==> src/rtl/fetch_pkg.sv <==
// rtl/fetch_pkg.sv - shared pc_src encodings, FSM state type and default handler address
package fetch_pkg;

    typedef enum logic [1:0] {
        PC_SEQ    = 2'd0,
        PC_BRANCH = 2'd1,
        PC_JUMP   = 2'd2,
        PC_EXC    = 2'd3
    } pc_src_e;

    typedef enum logic [1:0] {
        IDLE    = 2'd0,
        WAIT    = 2'd1,
        DISCARD = 2'd2
    } fetch_state_e;

    localparam logic [31:0] DEFAULT_EXC_ADDR = 32'h00FF00FF;

endpackage

==> src/rtl/fetch_queue.sv <==
// rtl/fetch_queue.sv - circular fetch queue holding {bundle, pc_next} entries
module fetch_queue #(
    parameter int DEPTH = 4,
    parameter int WIDTH = 64
) (
    input  logic                     clk,
    input  logic                     reset,
    input  logic                     clear_i,
    input  logic                     enq_i,
    input  logic [WIDTH-1:0]         enq_data_i,
    input  logic                     deq_i,
    output logic [WIDTH-1:0]         head_data_o,
    output logic [$clog2(DEPTH):0]   count_o
);

    localparam int PTR_W = $clog2(DEPTH);
    localparam logic [PTR_W:0] FULL = (PTR_W + 1)'(DEPTH);

    logic [WIDTH-1:0] mem_q [DEPTH];
    logic [PTR_W-1:0] wr_ptr_q;
    logic [PTR_W-1:0] rd_ptr_q;
    logic [PTR_W:0]   count_q;
    logic             do_enq;
    logic             do_deq;

    // A dequeue frees a slot in the same cycle, so a full queue may still accept.
    assign do_deq      = deq_i && (count_q != '0);
    assign do_enq      = enq_i && ((count_q != FULL) || do_deq);
    assign head_data_o = mem_q[rd_ptr_q];
    assign count_o     = count_q;

    // Entry storage; cleared on reset so the head reads zero out of reset.
    always_ff @(posedge clk or posedge reset) begin
        if (reset) begin
            for (int i = 0; i < DEPTH; i++) begin
                mem_q[i] <= '0;
            end
        end else if (do_enq && !clear_i) begin
            mem_q[wr_ptr_q] <= enq_data_i;
        end
    end

    // Pointers and occupancy; power-of-two depth lets pointers wrap naturally.
    always_ff @(posedge clk or posedge reset) begin
        if (reset) begin
            wr_ptr_q <= '0;
            rd_ptr_q <= '0;
            count_q  <= '0;
        end else if (clear_i) begin
            wr_ptr_q <= '0;
            rd_ptr_q <= '0;
            count_q  <= '0;
        end else begin
            if (do_enq) begin
                wr_ptr_q <= wr_ptr_q + 1'b1;
            end
            if (do_deq) begin
                rd_ptr_q <= rd_ptr_q + 1'b1;
            end
            case ({do_enq, do_deq})
                2'b10:   count_q <= count_q + 1'b1;
                2'b01:   count_q <= count_q - 1'b1;
                default: count_q <= count_q;
            endcase
        end
    end

endmodule

==> src/rtl/vliw_fetch_unit.sv <==
// rtl/vliw_fetch_unit.sv - VLIW bundle fetch FSM with fetch queue; FETCH_STATS_EN adds bubble counter
module vliw_fetch_unit
    import fetch_pkg::*;
#(
    parameter int                SLOTS    = 2,
    parameter int                SLOT_W   = 16,
    parameter int                ADDR_W   = 32,
    parameter int                DEPTH    = 4,
    parameter logic [ADDR_W-1:0] EXC_ADDR = ADDR_W'(DEFAULT_EXC_ADDR)
) (
    input  logic                      clk,
    input  logic                      reset,
    input  logic                      pc_write,
    input  logic [1:0]                pc_src,
    input  logic [ADDR_W-1:0]         pc_branch_target,
    input  logic [ADDR_W-1:0]         pc_jump_target,
    input  logic                      flush,
    output logic                      imem_req_valid,
    input  logic                      imem_req_ready,
    output logic [ADDR_W-1:0]         imem_req_addr,
    input  logic                      imem_resp_valid,
    input  logic [SLOTS*SLOT_W-1:0]   imem_resp_data,
    output logic                      deq_valid,
    input  logic                      deq_ready,
    output logic [SLOTS*SLOT_W-1:0]   deq_bundle,
    output logic [ADDR_W-1:0]         deq_pc_next,
    output logic [31:0]               fetch_bubbles
);

    localparam int                BUNDLE_W = SLOTS * SLOT_W;
    localparam int                ENTRY_W  = BUNDLE_W + ADDR_W;
    localparam int                CNT_W    = $clog2(DEPTH) + 1;
    localparam logic [ADDR_W-1:0] BSTEP    = ADDR_W'(BUNDLE_W / 8);
    localparam logic [CNT_W-1:0]  DEPTH_C  = CNT_W'(DEPTH);

    fetch_state_e      state_q, state_d;
    logic [ADDR_W-1:0] fetch_pc_q, fetch_pc_d;
    logic              active_q;
    logic              redirect;
    logic              kill;
    logic              req_fire;
    logic              enq;
    logic              deq;
    logic [CNT_W-1:0]  count;
    logic [ENTRY_W-1:0] head;

    assign redirect       = (pc_src != PC_SEQ);
    assign kill           = redirect || flush;
    // active_q keeps the request line low while reset is held and for the first cycle after.
    assign imem_req_valid = active_q && (state_q == IDLE) && pc_write && !kill && (count < DEPTH_C);
    assign imem_req_addr  = fetch_pc_q;
    assign req_fire       = imem_req_valid && imem_req_ready;
    assign deq_valid      = (count != '0);
    assign deq            = deq_valid && deq_ready && !kill;
    assign deq_bundle     = head[ENTRY_W-1 -: BUNDLE_W];
    assign deq_pc_next    = head[ADDR_W-1:0];

    // Next state: one request outstanding at a time; a redirect or flush turns the wait into a discard.
    always_comb begin
        state_d = state_q;
        enq     = 1'b0;
        case (state_q)
            IDLE: begin
                if (req_fire) begin
                    state_d = WAIT;
                end
            end
            WAIT: begin
                if (kill) begin
                    state_d = imem_resp_valid ? IDLE : DISCARD;
                end else if (imem_resp_valid) begin
                    state_d = IDLE;
                    enq     = 1'b1;
                end
            end
            DISCARD: begin
                if (imem_resp_valid) begin
                    state_d = IDLE;
                end
            end
            default: state_d = IDLE;
        endcase
    end

    // Next fetch PC: redirect targets win, otherwise advance on an accepted request.
    always_comb begin
        fetch_pc_d = fetch_pc_q;
        case (pc_src_e'(pc_src))
            PC_BRANCH: fetch_pc_d = pc_branch_target;
            PC_JUMP:   fetch_pc_d = pc_jump_target;
            PC_EXC:    fetch_pc_d = EXC_ADDR;
            default: begin
                if (req_fire) begin
                    fetch_pc_d = fetch_pc_q + BSTEP;
                end
            end
        endcase
    end

    // State, fetch PC and request-enable registers.
    always_ff @(posedge clk or posedge reset) begin
        if (reset) begin
            state_q    <= IDLE;
            fetch_pc_q <= '0;
            active_q   <= 1'b0;
        end else begin
            state_q    <= state_d;
            fetch_pc_q <= fetch_pc_d;
            active_q   <= 1'b1;
        end
    end

    // fetch_pc_q already holds request PC + BSTEP while waiting, which is the bundle's pc_next.
    fetch_queue #(
        .DEPTH (DEPTH),
        .WIDTH (ENTRY_W)
    ) u_queue (
        .clk         (clk),
        .reset       (reset),
        .clear_i     (kill),
        .enq_i       (enq),
        .enq_data_i  ({imem_resp_data, fetch_pc_q}),
        .deq_i       (deq),
        .head_data_o (head),
        .count_o     (count)
    );

`ifdef FETCH_STATS_EN
    logic [31:0] bubbles_q;

    // Count decode cycles that wanted a bundle but found the queue empty; saturates.
    always_ff @(posedge clk or posedge reset) begin
        if (reset) begin
            bubbles_q <= '0;
        end else if (deq_ready && !deq_valid && (bubbles_q != '1)) begin
            bubbles_q <= bubbles_q + 32'd1;
        end
    end

    assign fetch_bubbles = bubbles_q;
`else
    assign fetch_bubbles = 32'd0;
`endif

endmodule

==> config.mk <==
export PLATFORM = sky130hd
export DESIGN_NAME = vliw_fetch_unit
export DESIGN_NICKNAME = d
export VERILOG_FILES = /design/src/rtl/fetch_pkg.sv /design/src/rtl/fetch_queue.sv /design/src/rtl/vliw_fetch_unit.sv
export SDC_FILE = /design/constraint.sdc
export NUM_CORES = 1
export LEC_CHECK = 0
export BUFFER_PORTS_ARGS = -buffer_cell sky130_fd_sc_hd__buf_4
export CAP_MARGIN = 5
export CELL_PAD_IN_SITES_DETAIL_PLACEMENT = 1
export CELL_PAD_IN_SITES_GLOBAL_PLACEMENT = 1
export CORE_MARGIN = 2
export CORE_UTILIZATION = 25
export DETAILED_ROUTE_END_ITERATION = 10
export PLACE_DENSITY_LB_ADDON = 0.15
export SLEW_MARGIN = 30
export SYNTH_ARGS = -nofsm -noshare
export SYNTH_HDL_FRONTEND = slang
export SYNTH_SLANG_ARGS = --single-unit
==> constraint.sdc <==
create_clock -name clk -period 9.1 [get_ports clk]
set_clock_uncertainty 0.1 [all_clocks]
set_input_delay 1.365 -clock clk [delete_from_list [all_inputs] [get_ports clk]]
set_output_delay 1.365 -clock clk [all_outputs]
set_load 0.01 [all_outputs]
==> flow_metrics.py, run 1 <==
metrics = {
    "status": {
        "outcome": "finished, final reports clean",
    },
    "setup_path": {
        "crit_type": "in -> reg",
        "start_kind": "input port",
        "crit_required_ns": 9.42,
        "end_kind": "flop",
        "cp_max_fo": 35,
        "crit_arrival_ns": 4.71,
    },
    "synthesis": {
        "ys.flop_type": "dfrtp_1",
        "ys_ff_latch": 298,
        "synth_warnings": 0,
        "synth_area_leader_cell": "dfrtp_1",
        "synth_edf_count": 0,
        "netlist_top_cells_count": "dfrtp_1 (298), mux2_2 (241), mux4_2 (64)",
        "yosys.area.top_type_share": 0.531,
        "yosys-top-cells-area": "dfrtp_1 (53%), mux2_2 (19%), mux4_2 (10%)",
        "yosysSeqAreaShare": 0.531,
        "synth_area_mm2": 0.0140,
        "synth_most_common_cell": "dfrtp_1",
        "avgSynthCellArea_um2": 13.8,
        "yosysUniqueCellTypes": 54,
        "syn_inst": 1020,
        "synth-async-reset-ratio": 1.00,
    },
    "sta": {
        "slew_violations": 0,
        "fin_crit_sh": 0.483,
        "worstMarginPinSlew_ns": 0.931,
        "slew_headroom": 0.379,
        "whs_ns": 0.381,
        "hold_viol": 0,
        "grt_setup_unrepaired": "no",
        "setup_viol": 0,
        "fin_tns_setup_ns": 0,
        "min_period_ns": 4.39,
        "max_freq_mhz": 228,
    },
    "power_and_ir_drop": {
        "power.total_mw": 3.27,
        "combPwrFrac": 0.088,
        "p_int_mw": 2.45,
        "switchingPower_mw": 0.823,
        "clkPwrFrac": 0.469,
        "sw_frac_of_total": 0.252,
        "p_leak_nw": 8.35,
        "powerDensity_mw_per_mm2": 186,
        "seqPwrFrac": 0.443,
        "ir_worst_vdd_v": 0.000110,
    },
    "global_route": {
        "grt_pass1_wl_um": 65000,
        "groute.layer.met1.usage": 0.202,
        "antenna_found_initial": 1,
        "overflow": 0,
        "globalRouteMet2Util": 0.237,
        "grt_max_degree": 109,
        "grt_use_total": 0.149,
        "busiest_layer": "met2",
        "met3_usage": 0.0356,
        "grt_pass1_vias": 10300,
    },
    "routing": {
        "dr.pass1.iters": 4,
        "drc": 0,
        "ant_nets": 0,
        "drt_wl_total_um": 42200,
        "avgRoutedWirePerCell_um": 21.3,
        "avgViaCountPerCell": 4.66,
        "vias": 9233,
        "drtIter0Drc": 336,
    },
    "clock_network": {
        "holdBufCountCts": 0,
        "cts_sinks": 298,
        "htreeDepth": 2,
        "cts-buffers-inserted": 38,
        "root_buffer": "clkbuf_16",
        "cts_resized": 0,
        "cts_buffer_depth": 3,
        "post_cts_buffers": 0,
        "clk_pin_slew_worst_paths_ns": 0.06,
        "insertion_delay_ns": 0.53,
        "cts_tree": "done",
    },
    "finish": {
        "drive_gt1_frac": 0.482,
        "final_nets": 1320,
        "fin_util": 0.318,
        "syn2layout_area_growth_pct": 25.3,
        "nFillCells": 5911,
        "finalNonFillerCells": 1980,
    },
    "floorplanning": {
        "rows": 86,
        "initial_utilization": 0.254,
        "ios": 235,
        "die_x_um": 241,
        "fp.dieH_um": 241,
        "die_area_mm2": 0.0581,
        "core_region_area_mm2": 0.0553,
    },
    "min_path": {
        "holdCritPathClass": "reg -> reg",
    },
    "place": {
        "detailed_place_hpwl_um": 28000,
        "dp_cells": 1912,
        "place_congestion": 0.702,
        "io_buffers": 202,
    },
    "flow_run": {
        "drv_cap": 0,
    },
}
worst max-delay path: stages:
cell       delay [ns]
buf_4            0.12
inv_1            0.11
ha_1             0.43
nand2b_1         0.33
a2111oi_4        0.93
nand2_4          0.54
buf_4            0.49
mux2_2           0.35
power groups by stage:
stage | registers (mW) | logic (mW) | clock network [mW]
after floorplan | 1.43 | 0.156 | 0
after detailed placement | 1.47 | 0.297 | 0
after global placement | 1.47 | 0.294 | 0
after CTS | 1.45 | 0.298 | 1.60
after global routing | 1.46 | 0.321 | 1.65
final | 1.45 | 0.289 | 1.53
state kept, by name, summed over array words and instances (netlist names):
| name | flops |
|---|---|
| active_q | 1 |
| u_queue.rd_ptr_q | 2 |
| u_queue.count_o | 3 |
| u_queue.mem_q | 256 |
| state_q | 2 |
| u_queue.wr_ptr_q | 2 |
| imem_req_addr | 32 |
cells by family (layout without fill, tap and decap cells):
group | after synthesis | after routing | share of synthesized area
other | 2 | 34 | 0.000535
buffers and inverters | 117 | 297 | 0.0411
adder cells (fa/ha/maj) | 11 | 11 | 0.0103
XOR/XNOR | 4 | 4 | 0.00250
flip-flops | 298 | 298 | 0.531
AO/OA/AOI/OAI | 146 | 146 | 0.0722
multiplexers | 306 | 306 | 0.297
AND/OR/NAND/NOR | 136 | 136 | 0.0456
final cells by class:
class                   instances  area [um^2]  share of cell area
multi-input cells             636         6180               0.351
clock buffers                  63         1210              0.0687
inverters                      11         45.0             0.00256
clock inverters                 4         75.1             0.00427
flip-flops and latches        298         7460               0.424
well taps                     748          936              0.0532
repair buffers                219         1680              0.0955
diodes                          1         2.50            0.000142
metrics by stage:
step | instance area [um^2] | setup slack (ns)
after floorplan | 14200 | 3.68
after global placement | 16300 | 4.19
after detailed placement | 16300 | 4.10
after CTS | 17600 | 4.67
after global routing | 17600 | 4.42
final | 17600 | 4.71
final timing paths:
path                                                startpoint                               to  slack, ns  cells past startpoint
worst min-delay path            u_queue.mem_q[203]$_DFFE_PP0P_   u_queue.mem_q[203]$_DFFE_PP0P_       0.38                      2
worst max-delay path                                 pc_src[0]     u_queue.mem_q[0]$_DFFE_PP0P_       4.71                      8
worst min register to register  u_queue.mem_q[203]$_DFFE_PP0P_   u_queue.mem_q[203]$_DFFE_PP0P_       0.38                      2
max in group asynchronous                                reset  u_queue.rd_ptr_q[1]$_DFFE_PP0P_       6.33                      4
min in group asynchronous                                reset   u_queue.mem_q[179]$_DFFE_PP0P_       0.76                      2
worst max register to register  u_queue.count_o[2]$_DFFE_PP0P_     u_queue.mem_q[0]$_DFFE_PP0P_       5.96                      5
layout by cell type (no fill, tap or decap), types with 4 or more instances in the layout:
master	n
clkbuf_8	10
a221oi_1	22
o31ai_1	5
a21oi_1	28
clkbuf_16	41
and3_1	6
nand4_1	7
nand2_1	41
o22a_1	8
nor3_1	5
ha_1	9
a221o_1	7
nand2_4	4
inv_1	10
dfrtp_1	296
conb_1	33
or3_1	4
a22oi_1	4
clkbuf_1	12
nor2_1	35
buf_4	216
mux2_2	241
a31oi_1	8
o21ai_0	39
nand3_1	16
mux4_2	64
layer usage:
layer / up-vias / wire length, um
met3: 45 / 2210
met5: - / 16
met1: 4874 / 19500
met4: 2 / 731
met2: 190 / 19700
li1: 4122 / -
Power figures use the tool's default switching activity.
==> run 2: changes to the inputs <==
- clock period: 9.1 -> 4.6 ns (I/O delays scaled with it)
==> flow_metrics.py, run 2 (same netlist as run 1, synthesis figures left out) <==
metrics = {
    "status": {
        "outcome": "finished, final reports clean",
    },
    "floorplanning": {
        "rows": 86,
        "initial_utilization": 0.254,
        "fp.dieH_um": 241,
        "ios": 235,
        "die_area_mm2": 0.0581,
        "core_region_area_mm2": 0.0553,
        "die_x_um": 241,
    },
    "clock_network": {
        "cts_sinks": 298,
        "cts_tree": "done",
        "root_buffer": "clkbuf_16",
        "cts_buffer_depth": 3,
        "holdBufCountCts": 0,
        "insertion_delay_ns": 0.55,
        "cts-buffers-inserted": 39,
        "post_cts_buffers": 0,
        "clk_pin_slew_worst_paths_ns": 0.06,
        "cts_resized": 0,
        "htreeDepth": 2,
    },
    "sta": {
        "fin_tns_setup_ns": 0,
        "fin_crit_sh": 0.733,
        "slew_headroom": 0.400,
        "hold_viol": 0,
        "max_freq_mhz": 297,
        "setup_viol": 0,
        "slew_violations": 0,
        "grt_setup_unrepaired": "no",
        "worstMarginPinSlew_ns": 0.892,
        "min_period_ns": 3.37,
    },
    "global_route": {
        "grt_max_degree": 78,
        "grt_use_total": 0.149,
        "grt_pass1_vias": 10400,
        "overflow": 0,
        "antenna_found_initial": 0,
        "grt_pass1_wl_um": 65200,
    },
    "setup_path": {
        "worst-path-stages": 3,
        "crit_top_cell": "buf_4",
        "critPathTopFamily": "flip-flops",
        "crit_required_ns": 3.81,
        "critPathBufInv": 2,
        "timing.critical_path.cells": "buf_4 > mux4_2 > buf_4",
        "crit_slowest_cell": "dfrtp_4",
        "critical-path-max-stage-delay_ns": 0.86,
        "crit_type": "reg -> out",
        "cp_max_fo": 30,
        "crit_arrival_ns": 2.58,
        "r2r_setup_slack_ns": 1.95,
        "end_kind": "output pin",
        "start_kind": "flop",
        "r2r_cells": 5,
    },
    "finish": {
        "finalNonFillerCells": 1987,
        "nFillCells": 5908,
        "drive_gt1_frac": 0.493,
        "regMostFlops": "u_queue.mem_q",
        "largest_reg_flops": 256,
        "register_area_mm2": 0.00746,
        "stdcell_area_mm2": 0.0178,
        "n_antenna_cell": 0,
        "final_nets": 1331,
        "syn2layout_area_growth_pct": 26.6,
        "multi_input_area_mm2": 0.00618,
        "layout.cells.most_common_list": "dfrtp_1 (296), mux2_2 (241), buf_4 (223), mux4_2 (64), nand2_1 (41)",
        "layout_commonest_cell": "dfrtp_1",
    },
    "place": {
        "detailed_place_hpwl_um": 27800,
        "io_buffers": 202,
        "placed_area_mm2": 0.0164,
        "place_congestion": 0.719,
        "dp_cells": 1921,
    },
    "power_and_ir_drop": {
        "p_leak_nw": 8.46,
        "powerDensity_mw_per_mm2": 373,
        "ir_worst_vdd_v": 0.000276,
    },
    "routing": {
        "drc": 0,
        "drt_wl_total_um": 42700,
        "vias": 9307,
        "dr.pass1.iters": 4,
        "ant_nets": 0,
        "avgViaCountPerCell": 4.68,
        "avgRoutedWirePerCell_um": 21.5,
        "drtIter0Drc": 353,
    },
    "flow_run": {
        "drv_cap": 0,
    },
    "min_path": {
        "holdCritPathClass": "in -> async",
    },
}
-- run 2: changes by cell type in the layout (fill, tap and decap cells not counted), moves of 3 or more --
cell	change
clkbuf_1	-9
buf_4	+7
buf_12	+4
clkinv_2	+3
-- run 2: per-stage QoR --
| step | setup WS [ns] | utilization | hold slack (ns) | total power, mW |
|---|---|---|---|---|
| final | 1.23 | 0.321 | 0.109 | 6.64 |
| after global routing | 1.02 | 0.321 | 0.123 | 6.94 |
| after CTS | 1.07 | 0.321 | 0.194 | 6.80 |
| after detailed placement | 1.14 | 0.296 | 0.369 | 3.50 |
| after global placement | 1.21 | 0.296 | 0.362 | 3.49 |
| after floorplan | -0.149 | - | 0.345 | 3.13 |
-- run 2: final timing paths --
path | startpoint | to
setup / recovery | u_queue.rd_ptr_q[0]$_DFFE_PP0P_ | deq_bundle[24]
hold / removal | reset | u_queue.mem_q[120]$_DFFE_PP0P_
setup reg to reg | imem_req_addr[15]$_DFFE_PP0P_ | imem_req_addr[27]$_DFFE_PP0P_
hold reg to reg | u_queue.mem_q[203]$_DFFE_PP0P_ | u_queue.mem_q[203]$_DFFE_PP0P_
max in group asynchronous | reset | u_queue.mem_q[91]$_DFFE_PP0P_
min in group clk | imem_resp_valid | state_q[1]$_DFFE_PP0P_
-- run 2: routing by layer --
layer	part of all wire	up-vias	wire length (um)	global-route usage
met2	0.47	193	20200	0.243
met4	0.017	0	705	0.0395
met5	0	-	0	0
met1	0.46	4923	19500	0.202
met3	0.051	44	2170	0.0316
li1	-	4147	-	-
-- run 2: worst reg2reg max path, cell delays in order (launching register included) --
cell      delay (ns)
dfrtp_1         0.64
nand3_1         0.29
or4_1           0.65
nor3_2          0.47
a311oi_1        0.17
a221oi_1        0.23
-- run 2: final cells by class --
| class | instances | area share |
|---|---|---|
| Tap cell | 748 | 0.0527 |
| Clock buffer | 55 | 0.0662 |
| Timing Repair Buffer | 229 | 0.101 |
| Multi-Input combinational cell | 636 | 0.348 |
| Inverter | 11 | 0.00253 |
| Clock inverter | 10 | 0.00964 |
| Sequential cell | 298 | 0.420 |
-- run 2: where the power goes --
part	switching, mW	internal, mW
Combinational	0.311	0.260
Sequential	0.176	2.69
Clock	1.20	2.00
Total	1.69	4.95
